## src/rtl/cook_timer_ctrl.sv

```systemverilog
// Cook / exposure countdown timer front-panel controller.
// Consumes one-cycle button pulses, keeps the set time as minutes:seconds,
// counts down once per second while running, drives heater and alarm,
// and handles the door interlock.
module cook_timer_ctrl #(
    parameter int CLK_HZ    = 100_000_000,
    parameter int STEP_SEC  = 10,
    parameter int ALARM_SEC = 3
) (
    input  logic       clk,
    input  logic       reset,
    input  logic [4:0] rise_button,
    output logic [6:0] min_out,
    output logic [5:0] sec_out,
    output logic [2:0] state,
    output logic       heater_on,
    output logic       door_open,
    output logic       alarm,
    output logic       done_pulse
);

    typedef enum logic [2:0] {
        ST_IDLE  = 3'd0,
        ST_SET   = 3'd1,
        ST_RUN   = 3'd2,
        ST_PAUSE = 3'd3,
        ST_DONE  = 3'd4
    } state_t;

    // Prescaler spans 0..CLK_HZ-1; alarm counter spans 0..ALARM_SEC-1.
    localparam int PW  = $clog2(CLK_HZ);
    localparam int ACW = (ALARM_SEC > 1) ? $clog2(ALARM_SEC) : 1;

    localparam logic [PW-1:0]  PRESC_MAX  = PW'(CLK_HZ - 1);
    localparam logic [PW-1:0]  PRESC_ONE  = PW'(1);
    localparam logic [ACW-1:0] ALARM_LAST = ACW'(ALARM_SEC - 1);
    localparam logic [ACW-1:0] ALARM_ONE  = ACW'(1);
    localparam logic [6:0]     STEP7      = 7'(STEP_SEC);
    localparam logic [5:0]     STEP6      = 6'(STEP_SEC);

    state_t         state_reg, state_next;
    logic [6:0]     min_reg, min_next;
    logic [5:0]     sec_reg, sec_next;
    logic           door_reg, door_next;
    logic           done_reg, done_next;
    logic           heater_reg;
    logic           alarm_reg;
    logic [PW-1:0]  presc_reg, presc_next;
    logic [ACW-1:0] alarm_cnt_reg, alarm_cnt_next;

    logic ev_cancel, ev_door, ev_start, ev_up, ev_down;
    logic tick;
    logic time_nz;

    logic [6:0] up_sum;
    logic [6:0] up_min, dn_min, dec_min;
    logic [5:0] up_sec, dn_sec, dec_sec;
    logic       dn_zero, dec_zero;

    // Single winning event per cycle: Cancel > Door > Start > Up > Down.
    always_comb begin
        ev_cancel = rise_button[3];
        ev_door   = rise_button[1] & ~rise_button[3];
        ev_start  = rise_button[2] & ~rise_button[3] & ~rise_button[1];
        ev_up     = rise_button[0] & ~(|rise_button[3:1]);
        ev_down   = rise_button[4] & ~(|rise_button[3:0]);
    end

    // One-second tick exists only while the prescaler is live.
    assign tick    = ((state_reg == ST_RUN) || (state_reg == ST_DONE)) && (presc_reg == PRESC_MAX);
    assign time_nz = (min_reg != 7'd0) || (sec_reg != 6'd0);

    // Time arithmetic: add a step (saturating at 99:59), remove a step
    // (clamping at 00:00) and the one-second decrement.
    always_comb begin
        up_sum = {1'b0, sec_reg} + STEP7;
        if (up_sum >= 7'd60) begin
            if (min_reg >= 7'd99) begin
                up_min = 7'd99;
                up_sec = 6'd59;
            end else begin
                up_min = min_reg + 7'd1;
                up_sec = 6'(up_sum - 7'd60);
            end
        end else begin
            up_min = min_reg;
            up_sec = up_sum[5:0];
        end

        if (sec_reg < STEP6) begin
            if (min_reg == 7'd0) begin
                dn_min = 7'd0;
                dn_sec = 6'd0;
            end else begin
                dn_min = min_reg - 7'd1;
                dn_sec = 6'({1'b0, sec_reg} + 7'd60 - STEP7);
            end
        end else begin
            dn_min = min_reg;
            dn_sec = sec_reg - STEP6;
        end
        dn_zero = (dn_min == 7'd0) && (dn_sec == 6'd0);

        if (sec_reg == 6'd0) begin
            dec_min = min_reg - 7'd1;
            dec_sec = 6'd59;
        end else begin
            dec_min = min_reg;
            dec_sec = sec_reg - 6'd1;
        end
        dec_zero = (dec_min == 7'd0) && (dec_sec == 6'd0);
    end

    // Next-state, time, door and counter logic.
    always_comb begin
        state_next     = state_reg;
        min_next       = min_reg;
        sec_next       = sec_reg;
        door_next      = door_reg;
        done_next      = 1'b0;
        alarm_cnt_next = alarm_cnt_reg;
        presc_next     = '0;

        case (state_reg)
            ST_IDLE: begin
                if (ev_door) begin
                    door_next = ~door_reg;
                end else if (ev_up) begin
                    state_next = ST_SET;
                    min_next   = 7'd0;
                    sec_next   = STEP6;
                end
            end
            ST_SET, ST_PAUSE: begin
                if (ev_cancel) begin
                    state_next = ST_IDLE;
                    min_next   = 7'd0;
                    sec_next   = 6'd0;
                end else if (ev_door) begin
                    door_next = ~door_reg;
                end else if (ev_start) begin
                    if (time_nz && !door_reg) begin
                        state_next = ST_RUN;
                    end
                end else if (ev_up) begin
                    min_next = up_min;
                    sec_next = up_sec;
                end else if (ev_down) begin
                    min_next = dn_min;
                    sec_next = dn_sec;
                    if (dn_zero) begin
                        state_next = ST_IDLE;
                    end
                end
            end
            ST_RUN: begin
                // Cancel and Door beat the tick; the tick beats Up.
                if (ev_cancel) begin
                    state_next = ST_PAUSE;
                end else if (ev_door) begin
                    door_next  = ~door_reg;
                    state_next = ST_PAUSE;
                end else if (tick) begin
                    min_next = dec_min;
                    sec_next = dec_sec;
                    if (dec_zero) begin
                        state_next = ST_DONE;
                        done_next  = 1'b1;
                    end
                end else if (ev_up) begin
                    min_next = up_min;
                    sec_next = up_sec;
                end
            end
            ST_DONE: begin
                if (|rise_button) begin
                    state_next = ST_IDLE;
                    if (ev_door) begin
                        door_next = ~door_reg;
                    end
                end else if (tick) begin
                    if (alarm_cnt_reg == ALARM_LAST) begin
                        state_next = ST_IDLE;
                    end else begin
                        alarm_cnt_next = alarm_cnt_reg + ALARM_ONE;
                    end
                end
            end
            default: begin
                state_next = ST_IDLE;
                min_next   = 7'd0;
                sec_next   = 6'd0;
            end
        endcase

        // Prescaler restarts on every state entry and only runs in RUN/DONE.
        if (state_next != state_reg) begin
            presc_next     = '0;
            alarm_cnt_next = '0;
        end else if (tick) begin
            presc_next = '0;
        end else if ((state_reg == ST_RUN) || (state_reg == ST_DONE)) begin
            presc_next = presc_reg + PRESC_ONE;
        end else begin
            presc_next = '0;
        end
    end

    // State and output registers; heater/alarm follow the next state so they
    // change on the same edge as the state itself.
    always_ff @(posedge clk or negedge reset) begin
        if (!reset) begin
            state_reg     <= ST_IDLE;
            min_reg       <= 7'd0;
            sec_reg       <= 6'd0;
            door_reg      <= 1'b0;
            done_reg      <= 1'b0;
            heater_reg    <= 1'b0;
            alarm_reg     <= 1'b0;
            presc_reg     <= '0;
            alarm_cnt_reg <= '0;
        end else begin
            state_reg     <= state_next;
            min_reg       <= min_next;
            sec_reg       <= sec_next;
            door_reg      <= door_next;
            done_reg      <= done_next;
            heater_reg    <= (state_next == ST_RUN);
            alarm_reg     <= (state_next == ST_DONE);
            presc_reg     <= presc_next;
            alarm_cnt_reg <= alarm_cnt_next;
        end
    end

    assign min_out    = min_reg;
    assign sec_out    = sec_reg;
    assign state      = state_reg;
    assign heater_on  = heater_reg;
    assign door_open  = door_reg;
    assign alarm      = alarm_reg;
    assign done_pulse = done_reg;

endmodule

```

## config.mk

```make
export PLATFORM = sky130hd
export DESIGN_NAME = cook_timer_ctrl
export DESIGN_NICKNAME = d
export VERILOG_FILES = /design/src/rtl/cook_timer_ctrl.sv
export SDC_FILE = /design/constraint.sdc
export NUM_CORES = 1
export LEC_CHECK = 0
export BUFFER_PORTS_ARGS = -buffer_cell sky130_fd_sc_hd__buf_2
export CORE_MARGIN = 2
export CORE_UTILIZATION = 37
export DETAILED_ROUTE_END_ITERATION = 6
export PLACE_DENSITY = 0.6
export SYNTH_ARGS = -nofsm -noshare
export SYNTH_HDL_FRONTEND = slang
export SYNTH_SLANG_ARGS = --single-unit
```

## constraint.sdc

```tcl
create_clock -name clk -period 3.72 [get_ports clk]
set_clock_uncertainty 0.15 [all_clocks]
set_input_delay 1.116 -clock clk [delete_from_list [all_inputs] [get_ports clk]]
set_output_delay 1.116 -clock clk [all_outputs]
set_load 0.01 [all_outputs]
```

==> results.tsv <==
metric	value	unit
cp.arrival	3.40	ns
worstMarginPinSlew	0.789	ns
crit_buf_inv	0	
dieArea	11900	µm²
post-cts-setup-buffers	0	
htreeDepth	2	
fin_crit_sh	0.884	
ctsResizeCount	0	
hpwlAfterDp	9.52	mm
grt_pass1_wl	21.2	mm
path_cells	ha_1, xnor2_2, ha_1, a22oi_1, o41ai_4, o22ai_1, a21boi_1, a2111oi_1, a221o_1	
drv_cap	0	
core_area	10800	µm²
cts_tree	done	
io_buffers	26	
synth_area	4090	µm²
status	finished clean	
synth.largest_area_cell	dfrtp_1	
postRouteAntennaNets	0	
r2r_setup_slack	0.43	ns
fillers	1121	
worst_ir_drop_vdd	498	µV
grt_max_degree	30	
cp_slowest_cell	o41ai_4	
max_stage_delay	0.55	ns
finalSetupViolCount	0	
ios	27	
area_growth	12.0	%
rsz0062_at_grt	no	
largest_reg_flops	27	
fin_nets	564	
synth_edf_count	0	
syn_nets	530	
max_slew_margin	0.472	
final_common_cell	nor2_1	
antenna_found_initial	0	
drtPass1Iterations	7	
slew_violations	0	
rr_endpoint	sec_out[3]	
ys_types	71	
clockBufferDepth	2	
crit_top_cell	ha_1	
cp_max_fo	10	
grt_overflow_total	0	
post_drt_via_cell_ratio	6.17	
synth_top_area_share	0.300	
fin_tns_setup	0	ns
p_leak	1.86	nW
cp.required	3.83	ns
grt_pass1_vias	4005	
powerDensity	730	nW/µm²
reg2reg_from	sec_out[2]	
multi_input_area	2660	µm²
seq_area_frac_synth	0.300	
fp.dieW	109	µm
rows	38	
ys_ff_latch	49	
crit_cells	9	
drive_above_1_share	0.156	
final.min_clock_period	3.29	ns
crit_end	sec_out[3]	
cts_root_buffer	clkbuf_8	
die_h	109	µm
grtUsageTotal	0.232	
n_antenna_cell	0	
vias	4234	
drtIter0Drc	377	
synth-async-reset-ratio	1.00	
cts_made_buffers	5	
crit_type	flop to flop	
drcViolationCount	0	
start_util	0.379	
cp-start-kind	flop	
clock_latency	0.32	ns
routed_wirelength	13.2	mm
min_path_type	flop to flop	
routabilityCongestion	0.929	
cts_num_sinks	49	
endpoint_kind	flop	
layout_common_cells	nor2_1 (50), dfrtp_1 (49), nor3_1 (38), nand2_1 (38), o21ai_0 (34)	
synthCells	511	
worstRegToRegCells	9	
path_delay_family	compound AO/OA/AOI/OAI gates	
syn_avg_cell_area	8.00	µm²
synth_top_flop_cell	dfrtp_1	
wl_per_cell	19.2	µm
ys_warn_count	0	
holdBufCountCts	0	
crit_start	sec_out[2]	
timing.hold.ws	0.356	ns
clk_pin_slew_worst_paths	0.11	ns
seqCellArea	1230	µm²
finalHoldViolations	0	
ys_top_cells_by_area	dfrtp_1 (30%), nor3_1 (4.7%), nor2_1 (4.6%), o21ai_0 (4.2%), xor2_1 (4.1%)	
max_freq	304	MHz
-- kinds of logic (layout without fill, tap and decap cells) --
group / after synthesis / in the layout / share of synthesized area
compound gates: 138 / 138 / 0.227
xor+xnor: 38 / 38 / 0.0833
fa+ha+maj: 12 / 12 / 0.0367
buf+inv: 44 / 79 / 0.0481
flops: 49 / 49 / 0.300
mux: 4 / 4 / 0.0107
simple gates: 226 / 226 / 0.295
-- synthesized netlist by cell type, types with 3 or more instances --
library cell / count
a21o_1: 5
a21oi_1: 31
a221o_1: 3
a221oi_1: 3
a31oi_1: 3
a32oi_1: 3
and3_1: 4
buf_2: 7
buf_6: 3
clkbuf_1: 19
dfrtp_1: 49
ha_1: 12
inv_1: 15
mux2_2: 3
nand2_1: 38
nand2b_1: 3
nand3_1: 23
nand3b_1: 3
nand4_1: 18
nor2_1: 50
nor2b_1: 5
nor3_1: 38
nor3b_1: 5
nor4_1: 8
o211ai_1: 12
o21a_1: 4
o21ai_0: 34
o21ai_1: 3
o22ai_1: 7
o2bb2ai_1: 3
o311ai_0: 3
o31ai_1: 3
or2_2: 4
or3_1: 5
xnor2_1: 18
xor2_1: 19
-- worst min path at each step --
stage,start,to,slack (ns),cells past startpoint
CTS,presc_reg[0],presc_reg[0],0.36,1
global route,presc_reg[0],presc_reg[0],0.39,1
detailed placement,presc_reg[0],presc_reg[0],0.34,1
floorplan,presc_reg[0],presc_reg[0],0.30,1
global placement,door_open,door_open,0.33,1
finish,presc_reg[0],presc_reg[0],0.36,1
-- metal layers --
layer  part of all wire  global-route usage  vias up  wire length [µm]
li1                   -                   -     1966                 -
met1               0.44               0.328     2004              5780
met2               0.44               0.349      231              5800
met3              0.097              0.0436       33              1290
met4              0.025              0.0897        0               327
met5                  0                   0        -                 0
-- through the flow --
stage / setup WS, ns / utilization / cell area, µm² / power, mW / cells
floorplan: 0.646 / - / 4090 / 2.21 / 511
global placement: 0.307 / 0.415 / 4480 / 2.91 / 678
detailed placement: 0.143 / 0.415 / 4480 / 2.92 / 678
CTS: 0.468 / 0.424 / 4580 / 3.28 / 686
global route: 0.211 / 0.424 / 4580 / 3.56 / 686
finish: 0.431 / 0.424 / 4580 / 3.34 / 686
-- layout make-up --
type	count	area share
multi-input combinational	418	0.582
sequential	49	0.268
timing repair buffer	56	0.0777
tap	140	0.0383
clock buffer	6	0.0180
inverter	15	0.0123
clock inverter	2	0.00355
-- report_power, final --
group | internal (mW) | total [mW] | switching (mW)
logic | 0.806 | 2.24 | 1.43
registers | 0.596 | 0.738 | 0.141
clock network | 0.154 | 0.366 | 0.212
Power figures use the tool's default switching activity.
